### config.mk
export PLATFORM = sky130hd
export DESIGN_NAME = fproc_meas_flat
export DESIGN_NICKNAME = d
export VERILOG_FILES = /design/src/rtl/fproc_meas_if.sv /design/src/rtl/fproc_meas.sv /design/src/flat_wrapper.sv
export SDC_FILE = /design/constraint.sdc
export NUM_CORES = 1
export LEC_CHECK = 0
export CORE_UTILIZATION = 47
export CTS_CLUSTER_SIZE = 30
export DETAILED_ROUTE_END_ITERATION = 7
export HOLD_SLACK_MARGIN = 0.02
export PLACE_DENSITY = 0.86
export SETUP_SLACK_MARGIN = 0.15
export SLEW_MARGIN = 10
export SYNTH_ARGS = -nofsm -noshare
export SYNTH_HDL_FRONTEND = slang
export SYNTH_SLANG_ARGS = --single-unit
### constraint.sdc
create_clock -name clk -period 2.12 [get_ports clk]
set_clock_uncertainty 0.1 [all_clocks]
set_input_delay 0.318 -clock clk [delete_from_list [all_inputs] [get_ports clk]]
set_output_delay 0.318 -clock clk [all_outputs]
set_load 0.03 [all_outputs]
### src/rtl/fproc_meas_if.sv
// Bus bundle for fproc_meas: processor fproc request/response port plus the measurement
// result stream. The master drives requests and results; the slave is fproc_meas.
interface fproc_meas_if #(
    parameter int unsigned DATA_WIDTH = 32,
    parameter int unsigned ID_WIDTH   = 8
);
    logic [ID_WIDTH-1:0]   fproc_id;
    logic                  fproc_en;
    logic                  fproc_ready;
    logic [DATA_WIDTH-1:0] fproc_data;
    logic                  busy;
    logic                  meas_valid;
    logic [ID_WIDTH-1:0]   meas_core;
    logic                  meas_bit;

    modport master (
        output fproc_id, fproc_en, meas_valid, meas_core, meas_bit,
        input  fproc_ready, fproc_data, busy
    );

    modport slave (
        input  fproc_id, fproc_en, meas_valid, meas_core, meas_bit,
        output fproc_ready, fproc_data, busy
    );
endinterface

### src/rtl/fproc_meas.sv
// Holds the latest measurement bit per source and answers fproc read requests, waiting for a
// fresh result when none is unread. Optional wait timeout under `FPROC_MEAS_TIMEOUT_EN`.
module fproc_meas #(
    parameter int unsigned DATA_WIDTH = 32,
    parameter int unsigned ID_WIDTH   = 8,
    parameter int unsigned N_CORES    = 8,
    parameter int unsigned TIMEOUT    = 1024
) (
    input logic         clk,
    input logic         reset,
    fproc_meas_if.slave bus
);
    localparam int unsigned IdxW = $clog2(N_CORES);
    localparam logic [ID_WIDTH:0] NCores = (ID_WIDTH + 1)'(N_CORES);

    if (N_CORES < 2 || N_CORES > (1 << ID_WIDTH) || TIMEOUT == 0) begin : g_param_check
        $error("fproc_meas: parameter out of range");
    end

    typedef enum logic [1:0] {StIdle, StWait, StResp} state_e;

    state_e                state_q, state_d;
    logic [ID_WIDTH-1:0]   id_q, id_d;
    logic [DATA_WIDTH-1:0] resp_q, resp_d;
    logic [N_CORES-1:0]    bits_q, bits_d;
    logic [N_CORES-1:0]    flags_q, flags_d;

    logic            meas_in_range, req_in_range, same_cycle_hit;
    logic [IdxW-1:0] meas_idx, req_idx, wait_idx;

    assign meas_in_range  = {1'b0, bus.meas_core} < NCores;
    assign req_in_range   = {1'b0, bus.fproc_id} < NCores;
    assign meas_idx       = bus.meas_core[IdxW-1:0];
    assign req_idx        = bus.fproc_id[IdxW-1:0];
    assign wait_idx       = id_q[IdxW-1:0];
    assign same_cycle_hit = bus.meas_valid && (bus.meas_core == bus.fproc_id);

`ifdef FPROC_MEAS_TIMEOUT_EN
    localparam int unsigned CntW = $clog2(TIMEOUT + 1);
    localparam logic [CntW-1:0] CntLast = CntW'(TIMEOUT - 1);

    logic [CntW-1:0] cnt_q, cnt_d;

    // Counter only runs in WAIT, so it is zero on every entry into WAIT.
    always_comb begin
        cnt_d = '0;
        if (state_q == StWait) begin
            cnt_d = cnt_q + 1'b1;
        end
    end

    always_ff @(posedge clk or posedge reset) begin
        if (reset) begin
            cnt_q <= '0;
        end else begin
            cnt_q <= cnt_d;
        end
    end
`endif

    always_ff @(posedge clk or posedge reset) begin
        if (reset) begin
            state_q <= StIdle;
            id_q    <= '0;
            resp_q  <= '0;
            bits_q  <= '0;
            flags_q <= '0;
        end else begin
            state_q <= state_d;
            id_q    <= id_d;
            resp_q  <= resp_d;
            bits_q  <= bits_d;
            flags_q <= flags_d;
        end
    end

    always_comb begin
        state_d = state_q;
        id_d    = id_q;
        resp_d  = resp_q;
        bits_d  = bits_q;
        flags_d = flags_q;

        // Store first; a read of the same source below then consumes it.
        if (bus.meas_valid && meas_in_range) begin
            bits_d[meas_idx]  = bus.meas_bit;
            flags_d[meas_idx] = 1'b1;
        end

        unique case (state_q)
            StIdle: begin
                if (bus.fproc_en) begin
                    id_d = bus.fproc_id;
                    if (!req_in_range) begin
                        state_d = StResp;
                        resp_d  = '0;
                    end else if (same_cycle_hit) begin
                        state_d          = StResp;
                        resp_d           = {{(DATA_WIDTH - 1){1'b0}}, bus.meas_bit};
                        flags_d[req_idx] = 1'b0;
                    end else if (flags_q[req_idx]) begin
                        state_d          = StResp;
                        resp_d           = {{(DATA_WIDTH - 1){1'b0}}, bits_q[req_idx]};
                        flags_d[req_idx] = 1'b0;
                    end else begin
                        state_d = StWait;
                    end
                end
            end
            StWait: begin
                if (bus.meas_valid && (bus.meas_core == id_q)) begin
                    state_d           = StResp;
                    resp_d            = {{(DATA_WIDTH - 1){1'b0}}, bus.meas_bit};
                    flags_d[wait_idx] = 1'b0;
                end
`ifdef FPROC_MEAS_TIMEOUT_EN
                else if (cnt_q == CntLast) begin
                    state_d = StResp;
                    resp_d  = '1;
                end
`endif
            end
            StResp: begin
                state_d = StIdle;
            end
            default: begin
                state_d = StIdle;
            end
        endcase
    end

    always_comb begin
        bus.fproc_ready = (state_q == StResp);
        bus.fproc_data  = (state_q == StResp) ? resp_q : '0;
        bus.busy        = (state_q != StIdle);
    end

endmodule

### src/flat_wrapper.sv
// flat-port wrapper written by rule: the top's interface ports become plain ports
module fproc_meas_flat 
#(
    parameter int unsigned DATA_WIDTH = 32,
    parameter int unsigned ID_WIDTH   = 8,
    parameter int unsigned N_CORES    = 8,
    parameter int unsigned TIMEOUT    = 1024
)
  (clk, reset, bus_fproc_id, bus_fproc_en, bus_meas_valid, bus_meas_core, bus_meas_bit, bus_fproc_ready, bus_fproc_data, bus_busy);
  fproc_meas_if #(.DATA_WIDTH(DATA_WIDTH), .ID_WIDTH(ID_WIDTH)) bus_i ();
  input logic clk;
  input logic reset;
  input wire logic [$bits(bus_i.fproc_id)-1:0] bus_fproc_id;
  input wire logic [$bits(bus_i.fproc_en)-1:0] bus_fproc_en;
  input wire logic [$bits(bus_i.meas_valid)-1:0] bus_meas_valid;
  input wire logic [$bits(bus_i.meas_core)-1:0] bus_meas_core;
  input wire logic [$bits(bus_i.meas_bit)-1:0] bus_meas_bit;
  output wire logic [$bits(bus_i.fproc_ready)-1:0] bus_fproc_ready;
  output wire logic [$bits(bus_i.fproc_data)-1:0] bus_fproc_data;
  output wire logic [$bits(bus_i.busy)-1:0] bus_busy;
  assign bus_i.fproc_id = bus_fproc_id;
  assign bus_i.fproc_en = bus_fproc_en;
  assign bus_i.meas_valid = bus_meas_valid;
  assign bus_i.meas_core = bus_meas_core;
  assign bus_i.meas_bit = bus_meas_bit;
  assign bus_fproc_ready = bus_i.fproc_ready;
  assign bus_fproc_data = bus_i.fproc_data;
  assign bus_busy = bus_i.busy;
  fproc_meas #(.DATA_WIDTH(DATA_WIDTH), .ID_WIDTH(ID_WIDTH), .N_CORES(N_CORES), .TIMEOUT(TIMEOUT)) u_core (.clk(clk), .reset(reset), .bus(bus_i));
endmodule
==> flow_summary.yaml, run 1 <==
floorplanning:
  pin_count: 55
  start_util: 0.498
  core.rowCount: 22
  die_h_um: 64.7
  coreArea_um2: 3720
  die-area_um2: 4190
  die_width_um: 64.7
grt:
  antenna_found_initial: 0
  grt_usage: 0.225
  grt_max_degree: 28
  grt_pass1_wl_um: 7140
  first_global_vias: 1546
  grt-ovfl-total: 0
critical_path:
  cp_data_arrival_time_ps: 2140
  path_class: "reg -> reg"
  crit_path_max_incr_delay_ps: 470
  r2r_slack_ps: 70
  slowest_stage: "mux4_2"
  worstPathRequired_ps: 2220
  path_cells: "mux4_2 > nor2b_4 > a211oi_4 > nor3_1 > buf_4 > a211oi_1"
  setup.worst_path.end_class: "register"
  crit_fanout: 4
  critPathTopFamily: "compound AO/OA/AOI/OAI gates"
  crit_buf_inv: 1
  cp-start-kind: "register"
route:
  drtIter0Drc: 70
  drt_first_pass_iters: 4
  ant_nets: 0
  routed_wl_um: 4460
  avgViaCountPerCell: 5.25
  drcViolationCount: 0
  wire_per_inst_um: 15.3
  routed-via-count: 1528
flow_run:
  drv_cap: 0
logic_synthesis:
  syn_area_um2: 1850
  synth_cell_types: 40
  syn_inst: 189
  yosysSeqAreaShare: 0.365
  synth_top_area_frac: 0.365
  synthFlopType: "dfrtp_1"
  ys_warn_count: 0
  synth_edf_count: 0
  syn_avg_cell_area_um2: 9.78
  ys_seq_elements: 27
  synth_area_leader_cell: "dfrtp_1"
  synth_area_leaders: "dfrtp_1 (37%), buf_4 (13%), xnor2_1 (5.2%)"
  synthArstFlopShare: 1.00
timing:
  min_period_ps: 2050
  period_share: 0.966
  slew_headroom: 0.629
  fmax_mhz: 488
  drv_slew: 0
  holdWs_ps: 251
  rsz0062_at_grt: "true"
  post-route-worst-setup-slack_ps: 72.6
  setup_viol: 0
  worstMarginPinSlew_ps: 556
  hold_viol: 0
place:
  hpwlAfterDp_um: 3060
  gp_congestion: 0.890
  io_buffers: 23
  placed_cell_area_um2: 2210
  dpl_worst_slack_ps: -488
power:
  powerDensity_nw_per_um2: 543
  internal-power_mw: 0.868
  power_mw: 1.32
  p_sw_mw: 0.449
  combPwrFrac: 0.308
  p_leak_nw: 1.17
  switching_share: 0.341
  ir_drop_v: 0.000256
  seqPwrFrac: 0.456
  clockPowerShare: 0.235
final_layout:
  mostFrequentLayoutCell: "conb_1"
  final_cell_mix: "conb_1 (31), buf_4 (28), dfrtp_1 (26), nand2_1 (12)"
  fin_area_um2: 2430
  drive_above_1_share: 0.329
  nets: 265
  area_growth_pct: 31.2
  n_antenna_cell: 0
  n_fill_cell: 313
run_status:
  status: "finished, final reports clean"
clocking:
  cts_tree: "done"
  cts_sinks: 27
  numCtsBuffers: 3
  cts-root-buf: "clkbuf_8"
  holdBufCountCts: 0
  clock_latency_ps: 280
  cts-htree-levels: 1
  clock_path_buffers: 2
  cts.clk_slew.worst_paths_ps: 100
worst_hold_path:
  hp-class: "in -> reg"
power groups by stage:
stage / registers, mW / clock network, mW / logic, mW
after floorplan: 0.598 / 0 / 0.292
after CTS: 0.598 / 0.311 / 0.382
final: 0.601 / 0.310 / 0.406
after global routing: 0.607 / 0.334 / 0.436
after global placement: 0.605 / 0 / 0.362
after detailed placement: 0.608 / 0 / 0.369
per-stage QoR:
| step | util | std cells | setup TNS (ps) |
|---|---|---|---|
| floorplan | - | 219 | 0 |
| global placement | 0.594 | 283 | -7030 |
| detailed placement | 0.594 | 283 | -7430 |
| CTS | 0.629 | 291 | 0 |
| global route | 0.653 | 291 | -264 |
| finish | 0.653 | 291 | 0 |
timing repair:
action / in CTS / in global routing
pin swaps: 11 / 12
buffers inserted: 4 / 0
setup endpoints to repair: 20 / 20
gates cloned: 0 / 0
endpoints found under the hold margin: 0 / 0
gates resized for setup: 37 / 22
path summary, 6_finish.rpt:
kind / depth (start not counted) / startpoint / endpoint
setup / recovery: 6 / u_core.flags_q[5]$_DFF_PP0_ / u_core.flags_q[0]$_DFF_PP0_
hold / removal: 2 / bus_fproc_id[6] / u_core.id_q[6]$_DFFE_PP0P_
setup reg to reg: 6 / u_core.flags_q[5]$_DFF_PP0_ / u_core.flags_q[0]$_DFF_PP0_
hold reg to reg: 1 / u_core.bits_q[1]$_DFFE_PP0P_ / u_core.bits_q[1]$_DFFE_PP0P_
max in group asynchronous: 3 / reset / u_core.id_q[1]$_DFFE_PP0P_
min in group asynchronous: 3 / reset / u_core.bits_q[1]$_DFFE_PP0P_
final cells by class:
cell class,instances,area [µm²],share of cell area
Timing Repair Buffer,56,495,0.204
Multi-Input combinational cell,146,1110,0.457
Tap cell,48,60.1,0.0248
Clock inverter,1,5.00,0.00206
Sequential cell,27,677,0.279
Clock buffer,3,41.3,0.0170
Inverter,10,37.5,0.0155
registers in the layout, indices dropped and copies added, names as in the netlist:
register,count
u_core.bits_q,8
u_core.state_q,2
u_core.resp_q,1
u_core.id_q,8
u_core.flags_q,8
logic make-up after synthesis:
family | share of synthesized area
flops | 0.365
mux | 0.139
compound gates | 0.112
simple gates | 0.157
buf+inv | 0.162
xor+xnor | 0.0616
other cells | 0.00203
per-layer routing:
layer,up-vias,track usage,part of all wire
li1,701,-,-
met2,63,0.391,0.53
met3,13,0.0264,0.044
met5,-,0,0
met4,0,0.114,0.028
met1,751,0.271,0.40
cell usage after synthesis (2+ instances only):
cell type / count
and2_1: 2
nor2_4: 2
a211oi_1: 6
nand2_1: 15
xor2_1: 2
inv_1: 10
nor2b_1: 6
buf_2: 3
nor2_1: 9
o22ai_1: 4
mux2_2: 6
xnor2_1: 11
mux4_2: 2
or4_1: 2
o21ai_0: 2
nand3_1: 2
a21oi_1: 7
nand4_1: 3
mux2i_1: 4
dfrtp_1: 27
mux2_1: 8
nor3_1: 4
buf_4: 31
a31oi_1: 5
No activity file was read; power rests on OpenSTA's default activity.
==> inputs of run 2 (changes only) <==
- CORE_UTILIZATION: 47 -> 51
- PLACE_DENSITY: 0.86 -> 0.92
- clock period: 2.12 -> 2.4 ns (I/O delays scaled with it)
==> run 2 against run 1 <==
Sequential share of layout area rose by 1.9 points; register-to-register slack improved by 310 ps; non-clock buffer count shrank 5; global-route usage down 1.1 points; setup slack better by 150 ps; critical path type is now in -> reg.
==> flow_summary.yaml, run 2 (synthesis gave the netlist of run 1 again) <==
clocking:
  cts-root-buf: "clkbuf_4"
  cts_tree: "done"
  cts.clk_slew.worst_paths_ps: 160
  numCtsBuffers: 3
  holdBufCountCts: 0
  post_cts_resize_count: 0
  clock_path_buffers: 2
  clock_latency_ps: 350
  post_cts_buffers: 0
  cts-htree-levels: 1
  cts_sinks: 27
timing:
  fmax_mhz: 460
  min_period_ps: 2170
  setup_viol: 0
  drv_slew: 0
  period_share: 0.906
  hold_viol: 0
  holdWs_ps: 247
  rsz0062_at_grt: "false"
worst_hold_path:
  hp-class: "in -> async"
final_layout:
  final_cell_mix: "conb_1 (31), buf_4 (28), dfrtp_1 (27), clkdlybuf4s50_1 (22), nand2_1 (15)"
  instances_no_fill: 284
  n_fill_cell: 275
  area_growth_pct: 22.7
  nets: 260
  reg_top3: "u_core.bits_q x8, u_core.flags_q x8, u_core.id_q x8"
  drive_above_1_share: 0.223
  n_antenna_cell: 0
  mostFrequentLayoutCell: "conb_1"
route:
  drtIter0Drc: 63
  wire_per_inst_um: 14.5
  avgViaCountPerCell: 5.15
  ant_nets: 0
  drcViolationCount: 0
  drt_first_pass_iters: 4
  routed_wl_um: 4120
  routed-via-count: 1463
floorplanning:
  core.rowCount: 21
  die-area_um2: 3870
  pin_count: 55
  coreArea_um2: 3420
  die_h_um: 62.2
  start_util: 0.541
  die_width_um: 62.2
power:
  powerDensity_nw_per_um2: 478
  ir_drop_v: 0.000277
  p_leak_nw: 1.02
grt:
  antenna_found_initial: 0
  grt-ovfl-total: 0
  grt_max_degree: 28
  grt_pass1_wl_um: 6530
  first_global_vias: 1357
  grt_usage: 0.213
flow_run:
  drv_cap: 0
place:
  hpwlAfterDp_um: 3100
  dp_cells: 280
  io_buffers: 23
  gp_congestion: 0.911
critical_path:
  critPathTopFamily: "simple AND/OR/NAND/NOR gates"
  crit_buf_inv: 1
  path_class: "in -> reg"
  setup.worst_path.end_class: "register"
  worstPathRequired_ps: 2550
  path_cells: "clkdlybuf4s50_1 > or4_1 > or3_4 > nor2_4 > and3_4 > mux2_1"
  crit_path_max_incr_delay_ps: 480
  crit_fanout: 3
  crit_cells: 6
  rr_worst_depth: 7
  cp_data_arrival_time_ps: 2320
  slowest_stage: "or4_1"
  cp-start-kind: "input pin"
run_status:
  status: "finished, final reports clean"
run 2: cell count changes in the layout (fill, tap and decap cells not counted), moves of 4 or more:
cell / delta
a211oi_1: +4
a211oi_2: -4
buf_6: -5
clkdlybuf4s50_1: +16
dlygate4sd2_1: -5
dlymetal6s2s_1: -6
mux2_1: +5
mux2_4: -5
run 2: final cells by class:
| type | count | area [µm²] | share of cell area |
|---|---|---|---|
| sequential | 27 | 676 | 0.298 |
| tap | 46 | 57.6 | 0.0254 |
| inverter | 10 | 37.5 | 0.0165 |
| clock inverter | 1 | 7.51 | 0.00331 |
| multi-input combinational | 146 | 1030 | 0.452 |
| timing repair buffer | 51 | 443 | 0.195 |
| clock buffer | 3 | 22.5 | 0.00992 |
run 2: path summary, 6_finish.rpt:
path	startpoint	slack, ps	end
worst max-delay path	bus_meas_core[4]	230	u_core.bits_q[6]$_DFFE_PP0P_
worst min-delay path	reset	250	u_core.id_q[3]$_DFFE_PP0P_
worst max register to register	u_core.id_q[1]$_DFFE_PP0P_	380	u_core.flags_q[0]$_DFF_PP0_
worst min register to register	u_core.resp_q[0]$_DFFE_PP0P_	420	u_core.resp_q[0]$_DFFE_PP0P_
max in group asynchronous	reset	1700	u_core.flags_q[1]$_DFF_PP0_
min in group clk	bus_fproc_id[2]	400	u_core.flags_q[7]$_DFF_PP0_
run 2: worst register-to-register path: stages (launching register included):
cell       delay (ps)
dfrtp_1           470
inv_1             130
o22ai_1           120
a2111oi_4         340
buf_4             180
nand4b_1          250
nor3_2            260
a211oi_1           60
run 2: where the power goes:
part	leakage, nW	switching [mW]	total (mW)	internal, mW
registers	0.349	0.0326	0.529	0.496
logic	0.659	0.197	0.339	0.142
clock network	0.0139	0.153	0.217	0.0642
total	1.02	0.383	1.09	0.703
run 2: layer usage:
| layer | share of wire | global-route usage | up-vias |
|---|---|---|---|
| met2 | 0.50 | 0.375 | 52 |
| met4 | 0.021 | 0.0523 | 0 |
| met5 | 0 | 0 | - |
| met1 | 0.44 | 0.285 | 711 |
| li1 | - | - | 691 |
| met3 | 0.037 | 0.0165 | 9 |
run 2: through the flow:
step                      TNS [ps]  cell area [µm²]  power, mW  setup slack (ps)   util
after floorplan                  0             1960      0.786               309      -
after global placement       -1930             2200      0.853              -180  0.643
after detailed placement     -2340             2200      0.863              -208  0.643
after CTS                        0             2230       1.06               151  0.652
after global routing             0             2270       1.13              55.1  0.664
final                            0             2270       1.09               226  0.664
